## src/rtl/autobaud_ctrl.sv

```systemverilog
// Autobaud controller: times the first UART start bit on rx, derives the 12-bit
// divisor for the 16x-oversampling baud generator, skips the calibration character, then locks.
module autobaud_ctrl #(
    parameter logic [11:0] DEFAULT_DVSR = 12'd326,
    parameter int unsigned IDLE_CYC     = 1024,
    parameter int unsigned MIN_CYC      = 256
) (
    input  logic        clk,
    input  logic        rst_n,
    input  logic        rx,
    input  logic        relock,
    output logic [11:0] baud_dvsr,
    output logic        dvsr_valid,
    output logic        locked,
    output logic        err
);

    localparam logic [15:0] IDLE_W = 16'(IDLE_CYC);
    localparam logic [15:0] MIN_W  = 16'(MIN_CYC);
    localparam logic [15:0] N_LAST = 16'hFFFE;

    typedef enum logic [2:0] {QUAL, ARM, MEAS, SKIP, LOCKED} state_t;

    state_t      state_q, state_d;
    logic        rx_meta, rx_s;
    logic [15:0] qual_q, qual_d;
    logic [15:0] n_q, n_d;
    logic [15:0] per_q, per_d;
    logic [3:0]  bit_q, bit_d;
    logic [11:0] dvsr_d;
    logic        valid_d, locked_d, err_d;
    logic [16:0] d_sum;
    logic [12:0] d_div;
    logic [11:0] d_sat;

    // NOTE: the synchronizer resets to the idle (high) level so reset release never looks like a start bit.
    always_ff @(posedge clk or negedge rst_n) begin
        if (!rst_n) begin
            rx_meta <= 1'b1;
            rx_s    <= 1'b1;
        end else begin
            rx_meta <= rx;
            rx_s    <= rx_meta;
        end
    end

    // Rounded divide by 16, saturated to the 12-bit divisor range.
    assign d_sum = {1'b0, n_q} + 17'd8;
    assign d_div = 13'(d_sum >> 4);
    assign d_sat = d_div[12] ? 12'hFFF : d_div[11:0];

    // NOTE: every next-state variable gets its default first so no latch is inferred.
    always_comb begin
        state_d  = state_q;
        qual_d   = qual_q;
        n_d      = n_q;
        per_d    = per_q;
        bit_d    = bit_q;
        dvsr_d   = baud_dvsr;
        valid_d  = 1'b0;
        err_d    = 1'b0;
        locked_d = locked;

        if (relock) begin
            state_d  = QUAL;
            qual_d   = '0;
            n_d      = '0;
            per_d    = '0;
            bit_d    = '0;
            locked_d = 1'b0;
        end else begin
            case (state_q)
                QUAL: begin
                    if (rx_s) begin
                        qual_d = qual_q + 16'd1;
                        if ((qual_q + 16'd1) == IDLE_W) begin
                            qual_d  = '0;
                            state_d = ARM;
                        end
                    end else begin
                        qual_d = '0;
                    end
                end
                ARM: begin
                    if (!rx_s) begin
                        n_d     = 16'd1;
                        state_d = MEAS;
                    end
                end
                MEAS: begin
                    if (rx_s) begin
                        if (n_q >= MIN_W) begin
                            dvsr_d  = d_sat;
                            valid_d = 1'b1;
                            per_d   = n_q;
                            bit_d   = 4'd9;
                            state_d = SKIP;
                        end else begin
                            err_d   = 1'b1;
                            n_d     = '0;
                            state_d = ARM;
                        end
                    end else if (n_q == N_LAST) begin
                        err_d   = 1'b1;
                        n_d     = '0;
                        state_d = QUAL;
                    end else begin
                        n_d = n_q + 16'd1;
                    end
                end
                SKIP: begin
                    // One bit period elapses each time the period counter wraps through 1.
                    if (per_q == 16'd1) begin
                        per_d = n_q;
                        bit_d = bit_q - 4'd1;
                        if (bit_q == 4'd1) begin
                            state_d  = LOCKED;
                            locked_d = 1'b1;
                        end
                    end else begin
                        per_d = per_q - 16'd1;
                    end
                end
                LOCKED: locked_d = 1'b1;
                default: state_d = QUAL;
            endcase
        end
    end

    // NOTE: sequential state uses non-blocking assignments only.
    always_ff @(posedge clk or negedge rst_n) begin
        if (!rst_n) begin
            state_q    <= QUAL;
            qual_q     <= '0;
            n_q        <= '0;
            per_q      <= '0;
            bit_q      <= '0;
            baud_dvsr  <= DEFAULT_DVSR;
            dvsr_valid <= 1'b0;
            locked     <= 1'b0;
            err        <= 1'b0;
        end else begin
            state_q    <= state_d;
            qual_q     <= qual_d;
            n_q        <= n_d;
            per_q      <= per_d;
            bit_q      <= bit_d;
            baud_dvsr  <= dvsr_d;
            dvsr_valid <= valid_d;
            locked     <= locked_d;
            err        <= err_d;
        end
    end

endmodule

```

## config.mk

```make
export PLATFORM = sky130hd
export DESIGN_NAME = autobaud_ctrl
export DESIGN_NICKNAME = d
export VERILOG_FILES = /design/src/rtl/autobaud_ctrl.sv
export SDC_FILE = /design/constraint.sdc
export NUM_CORES = 1
export LEC_CHECK = 0
export BUFFER_PORTS_ARGS = -buffer_cell sky130_fd_sc_hd__clkbuf_2
export CORE_MARGIN = 4
export CORE_UTILIZATION = 40
export DETAILED_ROUTE_END_ITERATION = 12
export PLACE_DENSITY = 0.65
export SYNTH_ARGS = -nofsm -noshare
export SYNTH_HDL_FRONTEND = slang
export SYNTH_SLANG_ARGS = --single-unit
```

## constraint.sdc

```tcl
create_clock -name clk -period 2.3 [get_ports clk]
set_input_delay 0.46 -clock clk [delete_from_list [all_inputs] [get_ports clk]]
set_output_delay 0.46 -clock clk [all_outputs]
set_load 0.01 [all_outputs]
```

* After elaboration in Yosys (flattened, before gate mapping) *
Index checks and enable logic that the tools add are counted.

operators by class
  add/sub/neg operators = 5
  $lt $le $gt $ge = 1
  equality and inequality tests = 18
  multiplexer cells = 44
  bitwise logic cells = 1
  reduce and logical (&&, ||, !) cells = 11

operators by type and width
  cell                                                                                  count
  16-bit 2-to-1 mux                                                                     13
  16-bit one-hot mux with 2 select lines                                                2
  16-bit by 1-bit adder with 16-bit output, second input constant                       2
  3-bit 2-to-1 mux                                                                      8
  3-bit != test, second input constant                                                  7
  16-bit by 4-bit adder with 17-bit output, second input constant                       1
  16-bit by 1-bit == test with 1-bit output, second input constant                      1
  16-bit by 11-bit == test with 1-bit output, second input constant                     1
  16-bit == test, second input constant                                                 1
  16-bit by 9-bit greater-or-equal comparator with 1-bit output, second input constant  1
  4-bit 2-to-1 mux                                                                      4
  16-bit by 1-bit subtractor with 16-bit output, second input constant                  1
  3-bit one-hot mux with 5 select lines                                                 1
  1-bit 2-to-1 mux                                                                      12
  12-bit 2-to-1 mux                                                                     1
  3-bit AND reduction                                                                   3
  3-bit nonzero test                                                                    3
  4-bit != test, second input constant                                                  2
  4-bit one-hot mux with 2 select lines                                                 1
  4-bit AND reduction                                                                   2
  7-bit AND reduction                                                                   1
  3-bit by 2-bit == test with 1-bit output, second input constant                       2
  4-bit by 1-bit == test with 1-bit output, second input constant                       1
  4-bit by 1-bit subtractor with 4-bit output, second input constant                    1
  other kinds (8)                                                                       8

word-level totals
  flip-flop bits (word level) = 72
  input bits = 4
  output and inout port bits = 15
  word-level logic and storage cells = 91

* Logic depth before layout (Yosys ltp) *
Gate-level depths: netlist of run 1.

  depth in word-level cells = 6
  depth in mapped cells = 9
  depth with buffers taken out = 8

* Worst setup path before layout of run 1 *
No wires, ideal clock.

  path kind = register to register
  start point = register per_q[10]
  end point = register state_q[1]
  setup time = 0.126 ns
  arrival = 2.045 ns
  data required time = 2.174 ns
  slack = 0.129 ns
  stages on the path, launching flop included = 8
  path buffers = 1
  clock period less this slack = 2.171 ns
  cells stage by stage = dfrtp_1 > buf_6 > or4_4 > nor4_4 > nand2_2 > nor4b_4 > mux2i_1 > a311o_1

on the way
  word-level cells in the longest chain between the ends = 3

RTL lines
  element                                    line  source
  start: declaration                         28    logic [15:0] per_q, per_d;
  start signal: assignment                   146   per_q <= per_d;
  16-bit by 1-bit == test with 1-bit output  113   if (per_q == 16'd1) begin
  3-bit != test (no line)                    -
  7-bit AND reduction (no line)              -
  end signal: assignment                     143   state_q <= state_d;
  end: declaration                           24    state_t state_q, state_d;

Every way passes these cells.
A chain may end at the register's enable or synchronous reset.

* Worst setup path after layout of run 1 *
  start point = register qual_q[0]
  end point = register qual_q[10]

on the way
  word-level cells in the longest chain between the ends = 6

RTL lines
  element                                       line    source
  start: declaration                            26      logic [15:0] qual_q, qual_d;
  start signal: assignment                      144     qual_q <= qual_d;
  16-bit by 1-bit adder with 16-bit output (*)  75, 76
  16-bit by 11-bit == test with 1-bit output    76      if ((qual_q + 16'd1) == IDLE_W) begin
  16-bit 2-to-1 mux (*)                         76
  16-bit 2-to-1 mux (*)                         74      if (rx_s) begin
  16-bit 2-to-1 mux (*)                         72      case (state_q)
  16-bit 2-to-1 mux (*)                         64      if (relock) begin

Mark *: on every way between the ends. The rest lies on a longest branch, timed or not. The select of a mux whose other input is x is not followed.

==> summary.json, run 1 <==
{
  "cts": {
    "clkSinkCount": 72,
    "clock_tree.htree_level_count": 3,
    "cts.reportedPaths.clkPinSlew_ns": 0.08,
    "clock_tree_from_tritoncts": "yes",
    "cts_buffer_depth": 2,
    "worst_skew_pair.late_latency_ns": 0.36,
    "tritoncts.num_buffers": 9,
    "ctsRootBufferMaster": "clkbuf_8"
  },
  "floorplan": {
    "initial_core_util_pct": 41.0,
    "coreArea_um2": 10300,
    "fp.dieArea_um2": 12200,
    "count_of_boundary_i_o_pins": 19,
    "die_height_um": 111,
    "die_w_um": 111,
    "rows": 37
  },
  "global_route": {
    "largest_net_degree_at_the_start_of_global_routing": 39,
    "grt_overflow_total": 0,
    "first_global_vias": 3580,
    "initial_antenna_violation_count": 0,
    "track_usage_pct": 17.3,
    "grt_pass1_wl_mm": 17.7
  },
  "pwr": {
    "proportion_of_power_drawn_by_flip_flops_and_latches_pct": 53.3,
    "vdd.ir_drop.worst_mv": 0.205,
    "power-per-cell-area_nw_per_um2": 486,
    "total_power_mw": 2.41,
    "power.share.combinational_pct": 3.8,
    "p_clk_share_pct": 42.9,
    "swShare_pct": 22.9,
    "p_leak_nw": 2.10,
    "net-switching-power_mw": 0.552,
    "p_int_mw": 1.86
  },
  "sta": {
    "tightest_slew_ns": 0.494,
    "clock.fmax_mhz": 443,
    "fin_skew_ns": 0.0111,
    "max-slew-margin-rel_pct": 66.8,
    "grt_setup_unrepaired": "yes",
    "timing.final.hold_violations": 0,
    "post-route-period-util_pct": 98.2,
    "timing.setup.tns_ns": 0,
    "finalWorstPathRequiredPeriod_ns": 2.26,
    "final_max_slew_viol_count": 0,
    "timing.final.setup_violations": 0
  },
  "logic_synthesis": {
    "yosys.area.top_type": "dfrtp_1",
    "synthTopCellsByArea": "dfrtp_1, o21ai_0, a21oi_1",
    "synthesis.area_um2": 4220,
    "yosys_warnings": 0,
    "ys.flop_type": "dfrtp_1",
    "synthesis.area_per_instance_um2": 8.71,
    "count_of_flip_flops_with_a_built_in_enable_after_synthesis": 0,
    "yosys_register_bits": 72,
    "synthArstFlopShare_pct": 100,
    "synth_nets": 497,
    "synth_cells": 484,
    "synth_top_cell_area_share_pct": 39.2,
    "share_of_synthesized_area_occupied_by_flip_flops_and_latches_pct": 42.9,
    "synth_cell_type_count": 62
  },
  "final_layout": {
    "final_core_utilization_pct": 48.3,
    "final_cell_mix": "dfrtp_1, nor2_1, nand2_1",
    "antenna_cells": 0,
    "drive_above_1_share_pct": 20.4,
    "final_common_cell": "dfrtp_1",
    "area_growth_pct": 17.7,
    "nNetsFinal": 542
  },
  "worst_setup_path": {
    "arrival_ns": 2.49,
    "cp_required_ns": 2.53,
    "critical_path.endpoint": "qual_q[10]$_DFFE_PN0P_",
    "r2r-end": "qual_q[10]$_DFFE_PN0P_",
    "crit-reg2reg-launch": "qual_q[0]$_DFFE_PN0P_",
    "worstPathMaxFanout": 5,
    "endpoint_kind": "register",
    "reg2reg_slack_ns": 0.04,
    "cp-start-kind": "register",
    "path_class": "register to register",
    "crit_start": "qual_q[0]$_DFFE_PN0P_",
    "rr_worst_depth": 8
  },
  "detailed_routing": {
    "firstDrtPassIters": 5,
    "drt-initial-drc-count": 307,
    "drt.antenna.violating_nets": 0,
    "routedWlPerCell_um": 15.6,
    "drcViolationCount": 0,
    "via_count": 3791,
    "drt-total-wl_mm": 10.4,
    "post_drt_via_cell_ratio": 5.66
  },
  "hold_path": {
    "min_path_type": "input port to asynchronous set/reset pin"
  },
  "place": {
    "port_buffers": 18,
    "place.gp.congestion": 0.873,
    "hpwlAfterDp_mm": 7.42
  },
  "job": {
    "cap_violations": 0
  },
  "status": {
    "status": "finished clean"
  }
}
## final cells by class
class,count,area [µm²]
clock buffer,13,159
clock inverter,3,40.0
fill,1006,5310
inverter,17,63.8
multi-input combinational,370,2290
sequential,72,1810
tap,136,170
timing repair buffer,59,425
## sequential cells by signal (all words and copies together) (netlist names)
| signal | cells |
|---|---|
| per_q | 16 |
| locked | 1 |
| bit_q | 4 |
| baud_dvsr | 12 |
| n_q | 16 |
| state_q | 3 |
| qual_q | 16 |
| rx_meta | 1 |
| dvsr_valid | 1 |
| rx_s | 1 |
| err | 1 |
## metal layers
layer / wire [µm] / track usage [%] / share of wire [%]
met2: 4840 / 26.7 / 46
met5: 0 / 0 / 0
met1: 4890 / 24.5 / 47
met3: 496 / 2.51 / 4.7
met4: 219 / 7.22 / 2.1
## critical path, cell delays in order (launching register included)
cell and delay (ns):
dfrtp_1 0.40, ha_2 0.21, nand2_2 0.09, or4b_2 0.68
o22ai_2 0.21, o221ai_2 0.15, buf_4 0.17, a31oi_1 0.14
o21ai_0 0.09
## worst min path at each step
stage / from / end / slack [ns] / cells past startpoint
5_1_grt: rst_n / dvsr_valid$_DFF_PN0_ / 0.09 / 1
2_1_floorplan: rst_n / baud_dvsr[0]$_DFFE_PN0P_ / 0.16 / 0
3_5_place_dp: rx_meta$_DFF_PN1_ / rx_s$_DFF_PN1_ / 0.35 / 0
6_report: rst_n / n_q[12]$_DFFE_PN0P_ / 0.06 / 1
3_3_place_gp: rx_meta$_DFF_PN1_ / rx_s$_DFF_PN1_ / 0.35 / 0
4_1_cts: rst_n / dvsr_valid$_DFF_PN0_ / 0.07 / 1
## synth_stat cells (4+ instances only)
library cell,instances
a21oi_1,41
nor3_1,21
a31oi_1,5
dfstp_2,6
ha_1,9
nand4_1,6
dfrtp_1,66
nor2_1,49
inv_1,17
xnor2_1,13
o21ai_0,45
nor4_1,11
and3_1,12
or3_1,6
clkbuf_1,10
nand2_1,50
o2bb2ai_1,7
xor2_1,6
o31ai_1,6
nand3_1,17
nor3b_1,4
buf_2,12
## cells by family (layout without fill, tap and decap cells)
logic type	Yosys count	in the layout	share of synthesized area, %
fa+ha+maj	9	9	2.67
compound gates	134	134	19.6
simple gates	206	206	25.9
xor+xnor	19	19	3.95
mux	2	2	0.475
buf+inv	42	92	4.45
flops	72	72	42.9
## per-stage QoR
step                      cell area [µm²]  hold slack, ns  worst slack (ns)  cells
after detailed placement             4680           0.347            0.0425    652
after global placement               4680           0.348             0.132    652
after global routing                 4960          0.0881           -0.0745    670
final                                4960          0.0581            0.0409    670
after CTS                            4880          0.0670            0.0275    668
after floorplan                      4220           0.164             0.129    484
## power groups by stage
stage	Clock, mW	Sequential, mW	Combinational (mW)
after floorplan	0	1.31	0.0399
after global placement	0	1.31	0.0891
after detailed placement	0	1.31	0.0914
after CTS	1.05	1.29	0.0917
after global routing	1.12	1.29	0.104
final	1.03	1.29	0.0908
## what timing repair did
item,in CTS,in global routing
setup buffers,0,2
gates resized for setup,0,15
hold buffers,0,0
setup endpoints to repair,0,31
Power figures use the tool's default switching activity.
==> run 2, diff against run 1 <==
- CORE_UTILIZATION: 40 -> 55
- PLACE_DENSITY: 0.65 -> 0.82
==> run 2 against run 1 <==
Combinational power rose by 2.3%. Die area fell by 25%. Register-to-register slack improved by 0.07 ns. Largest cell class unchanged. Largest power group is now clock. Highest routed layer unchanged.
==> summary.json, run 2 (synthesis gave the netlist of run 1 again) <==
{
  "status": {
    "status": "finished clean"
  },
  "global_route": {
    "largest_net_degree_at_the_start_of_global_routing": {"value": 73, "change": "+87%"},
    "initial_antenna_violation_count": {"value": 0, "change": "unchanged"},
    "track_usage": {"value": 25.6, "unit": "%", "change": "+8.3 points"},
    "grt_overflow_total": {"value": 0, "change": "unchanged"},
    "grt_pass1_wl": {"value": 18.2, "unit": "mm", "change": "+2.8%"},
    "first_global_vias": {"value": 3722, "change": "+4.0%"}
  },
  "cts": {
    "worst_skew_pair.late_latency": {"value": 0.36, "unit": "ns", "change": "about the same"},
    "clock_tree_from_tritoncts": "yes",
    "clkSinkCount": {"value": 72, "change": "unchanged"},
    "ctsRootBufferMaster": "clkbuf_8",
    "post_cts_hold_buffer_count": {"value": 0, "change": "unchanged"},
    "tritoncts.num_buffers": {"value": 9, "change": "unchanged"},
    "cts_buffer_depth": {"value": 2, "change": "unchanged"},
    "clock_tree.htree_level_count": {"value": 3, "change": "unchanged"},
    "cts.reportedPaths.clkPinSlew": {"value": 0.09, "unit": "ns", "change": "about the same"}
  },
  "floorplan": {
    "count_of_boundary_i_o_pins": {"value": 19, "change": "unchanged"},
    "coreArea": {"value": 7370, "unit": "µm²", "change": "-28%"},
    "fp.dieArea": {"value": 9130, "unit": "µm²", "change": "-25%"},
    "initial_core_util": {"value": 57.2, "unit": "%", "change": "+16 points"},
    "die_w": {"value": 95.6, "unit": "µm", "change": "-14%"},
    "die_height": {"value": 95.6, "unit": "µm", "change": "-14%"},
    "rows": {"value": 31, "change": "-16%"}
  },
  "pwr": {
    "total_power": {"value": 2.72, "unit": "mW", "change": "+13%"},
    "net-switching-power": {"value": 0.589, "unit": "mW", "change": "+6.7%"},
    "p_leak": {"value": 2.15, "unit": "nW", "change": "+2.3%"},
    "power.share.combinational": {"value": 3.4, "unit": "%", "change": "-0.4 points"},
    "power-per-cell-area": {"value": 544, "unit": "nW/µm²", "change": "+12%"},
    "p_clk_share": {"value": 49.5, "unit": "%", "change": "+6.6 points"},
    "proportion_of_power_drawn_by_flip_flops_and_latches": {"value": 47.1, "unit": "%", "change": "-6.2 points"},
    "vdd.ir_drop.worst": {"value": 0.267, "unit": "mV", "change": "+30%"},
    "swShare": {"value": 21.6, "unit": "%", "change": "-1.3 points"},
    "p_int": {"value": 2.14, "unit": "mW", "change": "+15%"}
  },
  "sta": {
    "final_max_slew_viol_count": {"value": 0, "change": "unchanged"},
    "fin_skew": {"value": 0.0114, "unit": "ns", "change": "+0.000275 ns"},
    "timing.final.hold_violations": {"value": 0, "change": "unchanged"},
    "finalWorstPathRequiredPeriod": {"value": 2.19, "unit": "ns", "change": "-0.0674 ns"},
    "grt_setup_unrepaired": "yes",
    "post-route-period-util": {"value": 95.3, "unit": "%", "change": "-2.9 points"},
    "timing.final.setup_violations": {"value": 0, "change": "unchanged"},
    "tightest_slew": {"value": 0.478, "unit": "ns", "change": "-0.0155 ns"},
    "clock.fmax": {"value": 456, "unit": "MHz", "change": "+3.1%"},
    "max-slew-margin-rel": {"value": 67.8, "unit": "%", "change": "+0.99 points"}
  },
  "final_layout": {
    "biggestRegsByFlops": "n_q: 16 flops, per_q: 16 flops, qual_q: 16 flops",
    "nNetsFinal": {"value": 549, "change": "+1.3%"},
    "final_cell_mix": "dfrtp_1, nand2_1, nor2_1",
    "final_common_cell": "dfrtp_1",
    "antenna_cells": {"value": 0, "change": "unchanged"},
    "area_growth_pct": 18.8,
    "drive_above_1_share": {"value": 21.3, "unit": "%", "change": "+0.84 points"},
    "finish.instance_area": {"value": 5010, "unit": "µm²", "change": "+0.91%"}
  },
  "place": {
    "post_dp_cell_area": {"value": 4620, "unit": "µm²", "change": "-1.2%"},
    "place.gp.congestion": {"value": 0.914, "change": "+4.7%"},
    "port_buffers": {"value": 18, "change": "unchanged"},
    "hpwlAfterDp": {"value": 7.50, "unit": "mm", "change": "+1.1%"}
  },
  "detailed_routing": {
    "drcViolationCount": {"value": 0, "change": "unchanged"},
    "via_count": {"value": 4012, "change": "+5.8%"},
    "drt-initial-drc-count": {"value": 321, "change": "+4.6%"},
    "drt.antenna.violating_nets": {"value": 0, "change": "unchanged"},
    "drt-total-wl": {"value": 11.1, "unit": "mm", "change": "+6.4%"},
    "routedWlPerCell": {"value": 17.4, "unit": "µm", "change": "+11%"},
    "firstDrtPassIters": {"value": 5, "change": "unchanged"},
    "post_drt_via_cell_ratio": {"value": 6.27, "change": "+11%"}
  },
  "worst_setup_path": {
    "cp_required": {"value": 2.53, "unit": "ns", "change": "about the same"},
    "path_class": "register to register",
    "endpoint_kind": "register",
    "arrival": {"value": 2.42, "unit": "ns", "change": "-0.07 ns"},
    "cp-start-kind": "register",
    "worstPathMaxFanout": {"value": 6, "change": "+1"}
  },
  "hold_path": {
    "min_path_type": "input port to asynchronous set/reset pin"
  },
  "job": {
    "cap_violations": {"value": 0, "change": "unchanged"}
  }
}
run 2: worst paths after layout:
check / from / to / slack [ns] / cells after the start
max: qual_q[0]$_DFFE_PN0P_ / qual_q[10]$_DFFE_PN0P_ / 0.11 / 8
min: rst_n / baud_dvsr[5]$_DFFE_PN0P_ / 0.11 / 2
max reg2reg: qual_q[0]$_DFFE_PN0P_ / qual_q[10]$_DFFE_PN0P_ / 0.11 / 8
min reg2reg: rx_meta$_DFF_PN1_ / rx_s$_DFF_PN1_ / 0.36 / 0
max in group asynchronous: rst_n / rx_meta$_DFF_PN1_ / 1.81 / 2
min in group clk: rx / rx_meta$_DFF_PN1_ / 0.18 / 1
run 2: what timing repair did:
action                     4_1_cts  5_1_grt
setup buffers                    0        8
setup endpoints to repair        0       36
resized for setup                0       12
run 2: worst max-delay path: stages, from the launching register on:
cell and delay, ns:
dfrtp_1 0.38, ha_2 0.20, nand2_2 0.10, or4b_2 0.64, o22ai_1 0.20, o221ai_2 0.13
buf_4 0.17, a31oi_1 0.15, o21ai_0 0.10
run 2: layer usage:
| metal | GRT usage, % | wire length, µm | part of all wire, % |
|---|---|---|---|
| met5 | 0 | 0 | 0 |
| met4 | 11.0 | 240 | 2.2 |
| met3 | 3.95 | 721 | 6.5 |
| met2 | 40.2 | 5400 | 49 |
| met1 | 35.1 | 4760 | 43 |
run 2: area by class of cell:
type | count | area, µm²
well taps | 99 | 124
clock inverters | 7 | 143
clock buffers | 9 | 124
multi-input cells | 370 | 2280
fillers | 574 | 2360
flip-flops and latches | 72 | 1810
inverters | 17 | 63.8
repair buffers | 66 | 463
run 2: power groups by stage:
stage | registers (mW) | logic (mW) | clock network, mW
floorplan | 1.31 | 0.0399 | 0
finish | 1.28 | 0.0929 | 1.35
CTS | 1.28 | 0.0895 | 1.36
detailed placement | 1.31 | 0.0893 | 0
global route | 1.29 | 0.106 | 1.43
global placement | 1.31 | 0.0861 | 0
run 2: through the flow:
step / utilization [%] / setup slack [ns] / setup TNS [ns] / hold WS (ns) / std cells
after floorplan: - / 0.129 / 0 / 0.164 / 484
after global routing: 68.0 / -0.0143 / -0.0303 / 0.152 / 640
after CTS: 66.3 / 0.0252 / 0 / 0.143 / 632
final: 68.0 / 0.108 / 0 / 0.112 / 640
after global placement: 62.7 / 0.157 / 0 / 0.348 / 616
after detailed placement: 62.7 / 0.0642 / 0 / 0.347 / 616
==> run 3, diff against run 2 <==
- CORE_MARGIN: 4 -> not set
- RECOVER_POWER: not set -> 25
==> run 3 against run 2 <==
First-iteration DRC count grew 13%. Utilization shrank 0.34 points. Clock power is 12% lower. Largest power group is now registers. Worst setup slack worse by 0.050 ns. Via count down 0.45%. Worst hold slack gained 0.075 ns. Routed wire length shrank 3.5%. Sequential cell count unchanged.
==> summary.json, run 3 (synthesis gave the netlist of run 1 again) <==
{
  "worst_setup_path": {
    "worst_path_max_delay_cell": "nor4_1",
    "cp-start-kind": "register",
    "timing.critical_path.max_delay_family": "simple AND/OR/NAND/NOR gates",
    "critical_path.n_buffers_inverters": {"value": 0, "change": "-1"},
    "path_class": "register to register",
    "arrival": {"value": 2.48, "unit": "ns", "change": "+0.06 ns"},
    "worstPathMaxFanout": {"value": 5, "change": "-1"},
    "critical-path-max-stage-delay": {"value": 0.52, "unit": "ns", "change": "-0.12 ns"},
    "cp_cell_sequence": "nor4_1 > and2_1 > nand2_2 > nor4b_4 > mux2i_1 > a311o_1",
    "endpoint_kind": "register",
    "cp_required": {"value": 2.54, "unit": "ns", "change": "about the same"}
  },
  "job": {
    "cap_violations": {"value": 0, "change": "unchanged"}
  },
  "final_layout": {
    "drive_above_1_share": {"value": 21.0, "unit": "%", "change": "-0.25 points"},
    "finalNonFillerCells": {"value": 637, "change": "-0.47%"},
    "final_common_cell": "dfrtp_1",
    "area_growth_pct": 17.6,
    "biggestRegsByFlops": "n_q: 16 flops, per_q: 16 flops, qual_q: 16 flops",
    "antenna_cells": {"value": 0, "change": "unchanged"},
    "final_cell_mix": "dfrtp_1, nand2_1, nor2_1",
    "nNetsFinal": {"value": 546, "change": "-0.55%"},
    "fill_count": {"value": 564, "change": "-1.7%"},
    "finish.instance_area": {"value": 4960, "unit": "µm²", "change": "-1.0%"}
  },
  "sta": {
    "final_max_slew_viol_count": {"value": 0, "change": "unchanged"},
    "fin_skew": {"value": 0.0126, "unit": "ns", "change": "+0.00127 ns"},
    "tightest_slew": {"value": 1.04, "unit": "ns", "change": "+0.559 ns"},
    "timing.final.setup_violations": {"value": 0, "change": "unchanged"},
    "post-route-period-util": {"value": 97.5, "unit": "%", "change": "+2.2 points"},
    "max-slew-margin-rel": {"value": 30.8, "unit": "%", "change": "-37 points"},
    "timing.final.ws_setup": {"value": 0.0582, "unit": "ns", "change": "-0.0501 ns"},
    "timing.final.hold_violations": {"value": 0, "change": "unchanged"},
    "clock.fmax": {"value": 446, "unit": "MHz", "change": "-2.2%"},
    "finalWorstPathRequiredPeriod": {"value": 2.24, "unit": "ns", "change": "+0.0501 ns"}
  },
  "floorplan": {
    "die_w": {"value": 89.6, "unit": "µm", "change": "-6.3%"},
    "count_of_boundary_i_o_pins": {"value": 19, "change": "unchanged"},
    "fp.dieArea": {"value": 8020, "unit": "µm²", "change": "-12%"},
    "initial_core_util": {"value": 57.5, "unit": "%", "change": "+0.30 points"},
    "coreArea": {"value": 7330, "unit": "µm²", "change": "-0.53%"},
    "rows": {"value": 31, "change": "unchanged"},
    "die_height": {"value": 89.6, "unit": "µm", "change": "-6.3%"}
  },
  "pwr": {
    "total_power": {"value": 2.57, "unit": "mW", "change": "-5.8%"},
    "swShare": {"value": 22.0, "unit": "%", "change": "+0.41 points"},
    "power-per-cell-area": {"value": 518, "unit": "nW/µm²", "change": "-4.8%"},
    "vdd.ir_drop.worst": {"value": 0.269, "unit": "mV", "change": "+0.70%"},
    "p_int": {"value": 2.00, "unit": "mW", "change": "-6.3%"},
    "power.share.combinational": {"value": 3.6, "unit": "%", "change": "+0.2 points"},
    "p_clk_share": {"value": 46.3, "unit": "%", "change": "-3.2 points"},
    "p_leak": {"value": 2.10, "unit": "nW", "change": "-2.1%"},
    "proportion_of_power_drawn_by_flip_flops_and_latches": {"value": 50.1, "unit": "%", "change": "+3.0 points"},
    "net-switching-power": {"value": 0.566, "unit": "mW", "change": "-4.0%"}
  },
  "global_route": {
    "initial_antenna_violation_count": {"value": 0, "change": "unchanged"},
    "largest_net_degree_at_the_start_of_global_routing": {"value": 35, "change": "-52%"},
    "first_global_vias": {"value": 3615, "change": "-2.9%"},
    "grt_pass1_wl": {"value": 17.2, "unit": "mm", "change": "-5.9%"},
    "grt_overflow_total": {"value": 0, "change": "unchanged"},
    "track_usage": {"value": 28.6, "unit": "%", "change": "+2.9 points"}
  },
  "cts": {
    "clkSinkCount": {"value": 72, "change": "unchanged"},
    "cts.reportedPaths.clkPinSlew": {"value": 0.08, "unit": "ns", "change": "about the same"},
    "ctsRootBufferMaster": "clkbuf_8",
    "clock_tree.htree_level_count": {"value": 3, "change": "unchanged"},
    "clock_tree_from_tritoncts": "yes",
    "cts_buffer_depth": {"value": 2, "change": "unchanged"},
    "worst_skew_pair.late_latency": {"value": 0.36, "unit": "ns", "change": "about the same"},
    "tritoncts.num_buffers": {"value": 9, "change": "unchanged"}
  },
  "place": {
    "post_dp_cell_area": {"value": 4640, "unit": "µm²", "change": "+0.32%"},
    "port_buffers": {"value": 18, "change": "unchanged"},
    "place.gp.congestion": {"value": 0.906, "change": "-0.86%"},
    "dp_slack": {"value": 0.0613, "unit": "ns", "change": "-0.00288 ns"},
    "placedCellCount": {"value": 618, "change": "+0.32%"},
    "hpwlAfterDp": {"value": 7.45, "unit": "mm", "change": "-0.62%"}
  },
  "status": {
    "status": "finished clean"
  },
  "detailed_routing": {
    "dr_wl_met3": {"value": 721, "unit": "µm", "change": "unchanged"},
    "drcViolationCount": {"value": 0, "change": "unchanged"},
    "firstDrtPassIters": {"value": 6, "change": "+1"},
    "drt-initial-drc-count": {"value": 362, "change": "+13%"},
    "post_drt_via_cell_ratio": {"value": 6.27, "change": "about the same"},
    "drt-total-wl": {"value": 10.7, "unit": "mm", "change": "-3.5%"},
    "dr_wl_met2": {"value": 5.06, "unit": "mm", "change": "-6.3%"},
    "wirelength_met1": {"value": 4.65, "unit": "mm", "change": "-2.4%"},
    "via_count": {"value": 3994, "change": "-0.45%"},
    "drt.antenna.violating_nets": {"value": 0, "change": "unchanged"},
    "routedWlPerCell": {"value": 16.8, "unit": "µm", "change": "-3.0%"},
    "routed.top_layer": "met4"
  },
  "hold_path": {
    "min_path_type": "input port to register"
  }
}
## run 3: power by group through the flow
stage	Clock [mW]	Sequential, mW	Combinational [mW]
detailed placement	0	1.31	0.0923
global route	1.26	1.29	0.106
global placement	0	1.31	0.0897
CTS	1.20	1.29	0.0928
floorplan	0	1.31	0.0399
finish	1.19	1.29	0.0927
## run 3: timing repair
item,4_1_cts,5_1_grt
gates cloned,0,0
setup endpoints to repair,5,39
setup buffers,0,3
hold buffers,0,0
pin swaps,0,1
gates resized for setup,1,14
## run 3: path summary, 6_finish.rpt
path,from,to,slack (ns),cells past startpoint
worst max-delay path,per_q[6]$_DFFE_PN0P_,state_q[1]$_DFFE_PN0P_,0.06,6
max in group asynchronous,rst_n,n_q[12]$_DFFE_PN0P_,0.58,2
worst max register to register,per_q[6]$_DFFE_PN0P_,state_q[1]$_DFFE_PN0P_,0.06,6
min in group asynchronous,rst_n,dvsr_valid$_DFF_PN0_,0.25,1
worst min-delay path,rx,rx_meta$_DFF_PN1_,0.19,1
worst min register to register,rx_meta$_DFF_PN1_,rx_s$_DFF_PN1_,0.36,0
## run 3: cell type report
cell class,instances,area (µm²),share of cell area [%]
Multi-Input combinational cell,370,2290,46.3
Sequential cell,72,1810,36.5
Timing Repair Buffer,63,424,8.56
Clock buffer,12,165,3.33
Tap cell,99,124,2.50
Clock inverter,4,75.1,1.51
Inverter,17,63.8,1.29
## run 3: metrics by stage
step / hold WS, ns / setup TNS, ns / util (%)
6_report: 0.187 / 0 / 67.6
5_1_grt: 0.167 / -0.0593 / 67.6
4_1_cts: 0.0475 / 0 / 66.6
3_5_place_dp: 0.347 / 0 / 63.3
3_3_place_gp: 0.348 / 0 / 63.3
2_1_floorplan: 0.164 / 0 / -
## run 3: layer usage
layer	global-route usage, %	up-vias
met1	38.2	1905
met4	14.0	0
met3	6.00	38
li1	-	1853
met2	43.9	198
met5	0	-
